### src/rtl/prime_power_gen_if.sv
// Purpose : valid/ready stream carrying prime powers from prime_power_gen to the product stage.
// Latency : none (wires only).
// Backpressure: a beat transfers when out_valid & out_ready; the master holds out_data/out_last while stalled.
// Signals : out_valid/out_data/out_last driven by master, out_ready driven by slave.
interface prime_power_gen_if #(
    parameter int WIDTH = 32
);
    logic             out_valid;
    logic             out_ready;
    logic [WIDTH-1:0] out_data;
    logic             out_last;

    modport master (
        output out_valid,
        output out_data,
        output out_last,
        input  out_ready
    );

    modport slave (
        input  out_valid,
        input  out_data,
        input  out_last,
        output out_ready
    );
endinterface

### src/rtl/prime_power_gen.sv
// Purpose : streams, in ascending prime order, the largest power p^k <= n for every prime p <= n.
// Latency : data dependent; one divisor test or one multiply per cycle, plus one beat per prime.
// Backpressure: out_data/out_last are held while out_valid & !out_ready; the search stalls meanwhile.
// Ports   : clk, rst_n (async active-low), start/n (request, sampled in IDLE/DONE),
//           out_if (master stream: out_valid/out_ready/out_data/out_last), busy, done, count.
// Option  : define PRIME_POWER_LCM_EN to add the lcm output (running product of transferred beats).
module prime_power_gen #(
    parameter int NW    = 8,
    parameter int WIDTH = 32
) (
    input  logic              clk,
    input  logic              rst_n,
    input  logic              start,
    input  logic [NW-1:0]     n,
    prime_power_gen_if.master out_if,
    output logic              busy,
    output logic              done,
`ifdef PRIME_POWER_LCM_EN
    output logic [WIDTH-1:0]  lcm,
`endif
    output logic [NW-1:0]     count
);
    localparam int W2 = 2 * NW;
    localparam int LW = NW + 1;   // lookahead candidate may step one past lim

    typedef enum logic [2:0] {IDLE, TEST, POWER, EMIT, DONE} state_t;

    state_t          state;
    logic [NW-1:0]   lim;
    logic [NW-1:0]   c;
    logic [NW-1:0]   d;
    logic [NW-1:0]   pw;
    logic [LW-1:0]   lc;   // lookahead candidate used to decide out_last
    logic [NW-1:0]   ld;   // lookahead divisor

    logic [W2-1:0]   dd;
    logic [W2-1:0]   pwc;
    logic [W2-1:0]   lcd;
    logic [NW-1:0]   c_mod;
    logic [LW-1:0]   lc_mod;

    // Products are formed at double width so the comparisons against lim never overflow.
    always_comb begin
        dd     = W2'(d) * W2'(d);
        pwc    = W2'(pw) * W2'(c);
        lcd    = W2'(ld) * W2'(ld);
        c_mod  = c % d;
        lc_mod = lc % LW'(ld);
    end

    always_ff @(posedge clk or negedge rst_n) begin
        if (!rst_n) begin
            state            <= IDLE;
            lim              <= '0;
            c                <= '0;
            d                <= '0;
            pw               <= '0;
            lc               <= '0;
            ld               <= '0;
            out_if.out_valid <= 1'b0;
            out_if.out_data  <= '0;
            out_if.out_last  <= 1'b0;
            busy             <= 1'b0;
            done             <= 1'b0;
            count            <= '0;
`ifdef PRIME_POWER_LCM_EN
            lcm              <= WIDTH'(1);
`endif
        end else begin
            case (state)
                IDLE, DONE: begin
                    if (start) begin
                        lim   <= n;
                        count <= '0;
                        c     <= NW'(2);
                        d     <= NW'(2);
`ifdef PRIME_POWER_LCM_EN
                        lcm   <= WIDTH'(1);
`endif
                        if (n < NW'(2)) begin
                            state <= DONE;
                            busy  <= 1'b0;
                            done  <= 1'b1;
                        end else begin
                            state <= TEST;
                            busy  <= 1'b1;
                            done  <= 1'b0;
                        end
                    end
                end

                TEST: begin
                    if (dd > W2'(c)) begin
                        pw    <= c;
                        state <= POWER;
                    end else if (c_mod == '0) begin
                        // Composite; if it was lim, no primes remain (only reachable for composite lim).
                        if (c == lim) begin
                            state <= DONE;
                            busy  <= 1'b0;
                            done  <= 1'b1;
                        end else begin
                            c <= c + NW'(1);
                            d <= NW'(2);
                        end
                    end else begin
                        d <= d + NW'(1);
                    end
                end

                POWER: begin
                    if (pwc <= W2'(lim)) begin
                        pw <= pwc[NW-1:0];
                    end else begin
                        state <= EMIT;
                        lc    <= LW'(c) + LW'(1);
                        ld    <= NW'(2);
                    end
                end

                EMIT: begin
                    if (!out_if.out_valid) begin
                        // Search (c, lim] for another prime before raising valid, so out_last
                        // is already correct on the first valid cycle.
                        if (lc > LW'(lim)) begin
                            out_if.out_valid <= 1'b1;
                            out_if.out_data  <= WIDTH'(pw);
                            out_if.out_last  <= 1'b1;
                        end else if (lcd > W2'(lc)) begin
                            out_if.out_valid <= 1'b1;
                            out_if.out_data  <= WIDTH'(pw);
                            out_if.out_last  <= 1'b0;
                        end else if (lc_mod == '0) begin
                            lc <= lc + LW'(1);
                            ld <= NW'(2);
                        end else begin
                            ld <= ld + NW'(1);
                        end
                    end else if (out_if.out_ready) begin
                        // Transfer; valid drops next cycle and cannot re-rise until the next EMIT.
                        out_if.out_valid <= 1'b0;
                        count            <= count + NW'(1);
`ifdef PRIME_POWER_LCM_EN
                        lcm              <= lcm * out_if.out_data;
`endif
                        if (out_if.out_last) begin
                            state <= DONE;
                            busy  <= 1'b0;
                            done  <= 1'b1;
                        end else begin
                            c     <= c + NW'(1);
                            d     <= NW'(2);
                            state <= TEST;
                        end
                    end
                end

                default: state <= IDLE;
            endcase
        end
    end
endmodule

### src/flat_wrapper.sv
// flat-port wrapper written by rule: the top's interface ports become plain ports
module prime_power_gen_flat 
#(
    parameter int NW    = 8,
    parameter int WIDTH = 32
)
  (clk, rst_n, start, n, busy, done, count, out_if_out_valid, out_if_out_data, out_if_out_last, out_if_out_ready);
  prime_power_gen_if #(.WIDTH(WIDTH)) out_if_i ();
  input  logic clk;
  input  logic rst_n;
  input  logic start;
  input  logic [NW-1:0] n;
  output logic busy;
  output logic done;
  output logic [NW-1:0] count;
  output wire logic [$bits(out_if_i.out_valid)-1:0] out_if_out_valid;
  output wire logic [$bits(out_if_i.out_data)-1:0] out_if_out_data;
  output wire logic [$bits(out_if_i.out_last)-1:0] out_if_out_last;
  input wire logic [$bits(out_if_i.out_ready)-1:0] out_if_out_ready;
  assign out_if_out_valid = out_if_i.out_valid;
  assign out_if_out_data = out_if_i.out_data;
  assign out_if_out_last = out_if_i.out_last;
  assign out_if_i.out_ready = out_if_out_ready;
  prime_power_gen #(.NW(NW), .WIDTH(WIDTH)) u_core (.clk(clk), .rst_n(rst_n), .start(start), .n(n), .out_if(out_if_i), .busy(busy), .done(done), .count(count));
endmodule
### config.mk
export PLATFORM = sky130hd
export DESIGN_NAME = prime_power_gen_flat
export DESIGN_NICKNAME = d
export VERILOG_FILES = /design/src/rtl/prime_power_gen_if.sv /design/src/rtl/prime_power_gen.sv /design/src/flat_wrapper.sv
export SDC_FILE = /design/constraint.sdc
export NUM_CORES = 1
export LEC_CHECK = 0
export BUFFER_PORTS_ARGS = -buffer_cell sky130_fd_sc_hd__buf_2
export CORE_MARGIN = 8
export CORE_UTILIZATION = 40
export CTS_CLUSTER_SIZE = 25
export DETAILED_ROUTE_END_ITERATION = 6
export SETUP_SLACK_MARGIN = 0.1
export SYNTH_ARGS = -nofsm -noshare
export SYNTH_HDL_FRONTEND = slang
export SYNTH_SLANG_ARGS = --single-unit
### constraint.sdc
create_clock -name clk -period 34.1 [get_ports clk]
set_input_delay 3.41 -clock clk [delete_from_list [all_inputs] [get_ports clk]]
set_output_delay 3.41 -clock clk [all_outputs]
set_load 0.01 [all_outputs]
Word level (Yosys, flattened, before mapping):

Index checks and enable logic that the tools add are counted.

* $add $sub $neg: 6
* multipliers: 3
* divide/modulo/power cells: 2
* $lt $le $gt $ge: 5
* equality and inequality tests: 24
* shift operators: 0
* multiplexer cells: 70
* bitwise operators: 1
* reduce and logical (&&, ||, !) cells: 19

Operator list (number)
* $mux W8: 23
* $mux W32: 2
* $mul A8 B8 Y16: 3
* $pmux W8 S2: 3
* $pmux W8 S3: 2
* $mux W9: 5
* $add A8 B1 Y8 const B: 4
* $mux W3: 9
* $mux W1: 22
* $ne A2 B2 Y1 const B: 9
* $pmux W9 S2: 1
* $gt A16 B8 Y1: 1
* $gt A16 B9 Y1: 1
* $le A16 B8 Y1: 1
* $reduce_and A8 Y1: 2
* $ne A2 B1 Y1 const B: 7
* $pmux W3 S4: 1
* $reduce_and A6 Y1: 2
* $add A8 B1 Y9 const B: 1
* $add A9 B1 Y9 const B: 1
* $gt A9 B8 Y1: 1
* $logic_not A9 Y1: 1
* $mod A9 B8 Y9: 1
* $eq A8 B8 Y1: 1
* other kinds (19): 26

* flip-flop bits (word level): 96
* bits in latches: 0
* bits in writable memories: 0
* ROM bits: 0
* input bits: 12
* output and inout port bits: 44
* logic and storage cells: 143
* memories kept: 0

Depth between registers and ports, before layout:

* depth in word-level cells: 7
* gate-level depth with buffers: 64
* mapped depth without buffers: 59

Worst setup path after synthesis:

Ideal clock, no wire load.

* kind: reg2reg
* start point: register u_core.ld[6]
* end point: register u_core.lc[1]
* library setup time: 0.125 ns
* arrival time: 13.456 ns
* required time: 33.975 ns
* slack: 20.519 ns
* cell stages (with the launch flop): 57
* path buffers: 5
* period minus slack after synthesis: 13.581 ns
* cell sequence: dfrtp_1 -> clkbuf_1 -> nor4_2 -> and3_1 -> a21oi_1 -> a21oi_1 -> ha_1 -> or4b_2 -> a21oi_1 -> nor2b_1 -> ha_1 -> o211ai_1 -> a211oi_1 -> mux2_2 -> inv_1 -> ha_1 -> o21ai_0 -> a2111oi_4 -> [21 not listed] -> ha_1 -> nand4_1 -> a211oi_1 -> o21a_1 -> nand2b_1 -> clkbuf_1 -> mux2_2 -> inv_1 -> fa_1 -> a21o_1 -> a21o_1 -> o31a_1 -> or4b_2 -> a221oi_1 -> a211o_2 -> and2_4 -> buf_8 -> mux2_4

* longest elaborated chain between the ends: 4
* elaborated cells on any way between the ends: 7
* classes of those cells: mul (1); div (1); order compare (1); eq/ne (2); reduce/logical (2)

Ends and longest elaborated chain
* from (decl): RTL line prime_power_gen.sv:34 `logic [NW-1:0] ld;`
* from (signal assigned): RTL line prime_power_gen.sv:137 `ld <= ld + NW'(1);`
* $mod A9 B8 Y9 / $mul A8 B8 Y16 (equally long branches): RTL line prime_power_gen.sv:48, prime_power_gen.sv:46
* $logic_not A9 Y1 / $gt A16 B9 Y1 (equally long branches): RTL line prime_power_gen.sv:133, prime_power_gen.sv:129
* $ne A2 B1 Y1 (no source line) / $ne A2 B2 Y1 (equally long branches)
* $reduce_and A6 Y1 (no source line) (*)
* to (signal assigned): RTL line prime_power_gen.sv:116 `lc <= LW'(c) + LW'(1);`
* to (signal assigned): RTL line prime_power_gen.sv:134 `lc <= lc + LW'(1);`
* to (decl): RTL line prime_power_gen.sv:33 `logic [LW-1:0] lc;`

Mark *: on every way between the ends. The rest lies on a longest branch, timed or not.
A chain may end at the register's enable or synchronous reset.

Worst setup path after layout:

* start point: register u_core.ld[1]
* end point: register u_core.lc[1]

The elaborated chain is that of the path after synthesis.

==> impl_metrics.yaml <==
yosys:
  yosysSeqAreaShare_pct: 12.34
  netlist_area_um2: 14600
  synth-warning-count: 0
  ys_ff_latch: 72
  postSynthCellCount: 1813
  synth-xor-area-share_pct: 4.261
  ys_types: 95
  synth_edf_count: 0
  async_flop_share_pct: 100.0
  syn_area_per_cell_um2: 8.050
  synth_top_family_by_area: "adder cells"
  synth_mux_area_share_pct: 2.589
  synth_compound_area_share_pct: 21.47
  synth_fa_ha_area_share_pct: 30.42
  synth_flop_cell: "dfrtp_1"
  synth-simple-area-share_pct: 21.11
clock_network:
  cts_tree: "yes"
  path_clk_slew_ns: 0.06
  cts_num_sinks: 72
  cts.repair.resized: 0
  hold_buffers: 0
  numCtsBuffers: 9
  cts_setup_buffers: 0
  cts.path.max_buffers: 2
  cts_root_buf: "clkbuf_16"
  clkLatencyLatePin_ns: 0.35
  cts_max_level: 3
timing:
  finalMaxSlewViolations: 0
  tns_ns: 0
  slew-limit-headroom_pct: 23.32
  min_period_over_period_pct: 43.79
  fmax_mhz: 66.97
  period_minus_slack_ns: 14.93
  rsz0062_at_grt: "false"
  setup_violations: 0
  hold_viol: 0
  tightest_slew_ns: 1.150
  fin_skew_ns: 0.01089
final_layout:
  n_antenna_cell: 0
  register_area_um2: 1802
  area_delta_synth_final_pct: 5.393
  fillers: 3699
  final_common_cell: "ha_1"
  drive_gt1_share_pct: 5.817
  multi_input_area_um2: 11760
  finalNetCount: 2114
  layout_common_cells: "ha_1, inv_1, nand2_1, nor2_1, a21oi_1"
critical_path:
  worst_path_max_delay_cell: "o41ai_1"
  cp.required_ns: 34.34
  arrival_ns: 15.17
  cpPeakStageDelay_ns: 0.87
  cp-startpoint: "u_core.ld[1]"
  start_kind: "register"
  r2r-start: "u_core.ld[1]"
  critPathMaxFanout: 15
  path_class: "register to register"
  worstRegToRegCells: 51
  endpoint_kind: "register"
floorplanning:
  core_area_um2: 36260
  rows: 70
  die_w_um: 207.0
  die-area_um2: 42860
  pin_count: 56
  fp.dieH_um: 207.0
  start_util_pct: 40.25
min_path:
  hold_depth: 1
  hp-class: "register to register"
  hold_start: "u_core.busy"
placed_design:
  dpl.hpwl_um: 31470
  place_congestion: 0.9001
  io_buffers: 31
routing:
  first_pass_iters: 5
  drt_iter0_drc: 741
  wl_per_cell_um: 17.32
  vias_per_cell: 5.764
  dr_total_vias: 13101
  ant_nets: 0
  totalWireLength_um: 39370
  drc: 0
global_route:
  overflow: 0
  antenna_found_initial: 0
  grt_max_degree: 73
  grt_pass1_vias: 13084
  grt_usage_pct: 18.15
  grt_pass1_wl_um: 66220
outcome:
  outcome: "finished, final reports clean"
job:
  drv_cap: 0
stage by stage:
step / setup slack [ns] / std cells / util [%] / hold slack (ns) / cell area, um^2
after floorplan: 20.52 / 1837 / - / 0.5152 / 14690
after global placement: 19.69 / 2257 / 41.51 / 0.4721 / 15050
after detailed placement: 19.35 / 2257 / 41.51 / 0.4903 / 15050
after CTS: 19.34 / 2273 / 42.42 / 0.5103 / 15380
after global routing: 17.95 / 2273 / 42.42 / 0.5224 / 15380
final: 19.17 / 2273 / 42.42 / 0.4999 / 15380
layer usage:
layer	part of all wire [%]	track usage [%]	up-vias	routed length, um
met1	45	23.36	6344	17830
met4	2.0	4.535	0	772
li1	-	-	6412	-
met2	49	32.12	295	19220
met3	3.9	1.842	50	1542
met5	0	0	-	0
cells by family after synthesis:
family                     after synthesis
and+or+nand+nor                        609
other                                    2
xor gates and xnor gates                71
DFF                                     72
buffers and inverters                  270
AOI/OAI and AO/OA                      452
adders and majority gates              302
muxes                                   35
flip-flops by register name, summed over array words and instances (netlist names):
| name | count |
|---|---|
| u_core.state | 3 |
| u_core.lc | 9 |
| u_core.ld | 8 |
| u_core.pw | 8 |
| u_core.busy | 1 |
| u_core.count | 8 |
| u_core.c | 8 |
| u_core.lim | 8 |
| u_core.done | 1 |
| u_core.out_if.out_last | 1 |
| u_core.d | 8 |
| u_core.out_if.out_valid | 1 |
| u_core.out_if.out_data | 8 |
worst max-delay path: cells and delay by family (launching register included):
family	cells	cell delay, ns
compound gates	23	6.49
fa+ha+maj	8	2.34
buf+inv	5	0.85
flops	1	0.48
mux	4	1.52
simple gates	11	3.11
layout make-up:
type	count	share of cell area [%]
flip-flops and latches	72	11.71
repair buffers	40	1.464
inverters	182	4.441
clock buffers	10	1.554
clock inverters	6	0.5938
multi-input cells	1495	76.43
well taps	468	3.807
cells in the mapped netlist (5+ instances only):
library cell	count	share of area (%)
nand4_1	21	0.90
nand3_1	42	1.4
o22ai_1	7	0.30
nand2b_1	16	0.69
mux2i_1	16	1.1
nor4_1	12	0.51
nor2_1	151	3.9
ha_1	214	18
clkinv_1	6	0.15
inv_1	174	4.5
a31oi_1	12	0.51
nor3_1	44	1.5
mux2_2	18	1.4
a2111oi_0	7	0.42
o211a_1	10	0.69
xor2_1	20	1.2
nor3b_1	13	0.67
a211oi_1	27	1.4
or4_1	7	0.36
xnor2_1	51	3.1
nand2_1	152	3.9
a21o_1	36	1.9
dfrtp_1	72	12
a21oi_1	103	3.5
or2_2	5	0.21
buf_4	25	1.3
buf_2	5	0.17
o211ai_1	21	1.1
a21boi_0	11	0.57
a211o_1	11	0.66
and2_1	44	1.9
o31ai_1	9	0.46
fa_1	88	12
o2111ai_1	5	0.30
and3_1	12	0.51
o21a_1	36	1.9
o31a_1	8	0.48
a311oi_1	6	0.36
clkbuf_1	55	1.4
or3_1	23	0.99
o21ai_0	84	2.9
nor2b_1	30	1.3
nor4b_1	8	0.48
final timing paths:
kind	endpoint	slack, ns
max	u_core.lc[1]	19.17
min	u_core.busy	0.50
max reg2reg	u_core.lc[1]	19.17
min reg2reg	u_core.busy	0.50
max in group asynchronous	u_core.busy	30.23
min in group asynchronous	u_core.out_if.out_data[4]	3.19
Power is left out: the tool's default activity adds up to more than one toggle a clock period on the data nets, which glitch-free logic cannot reach.
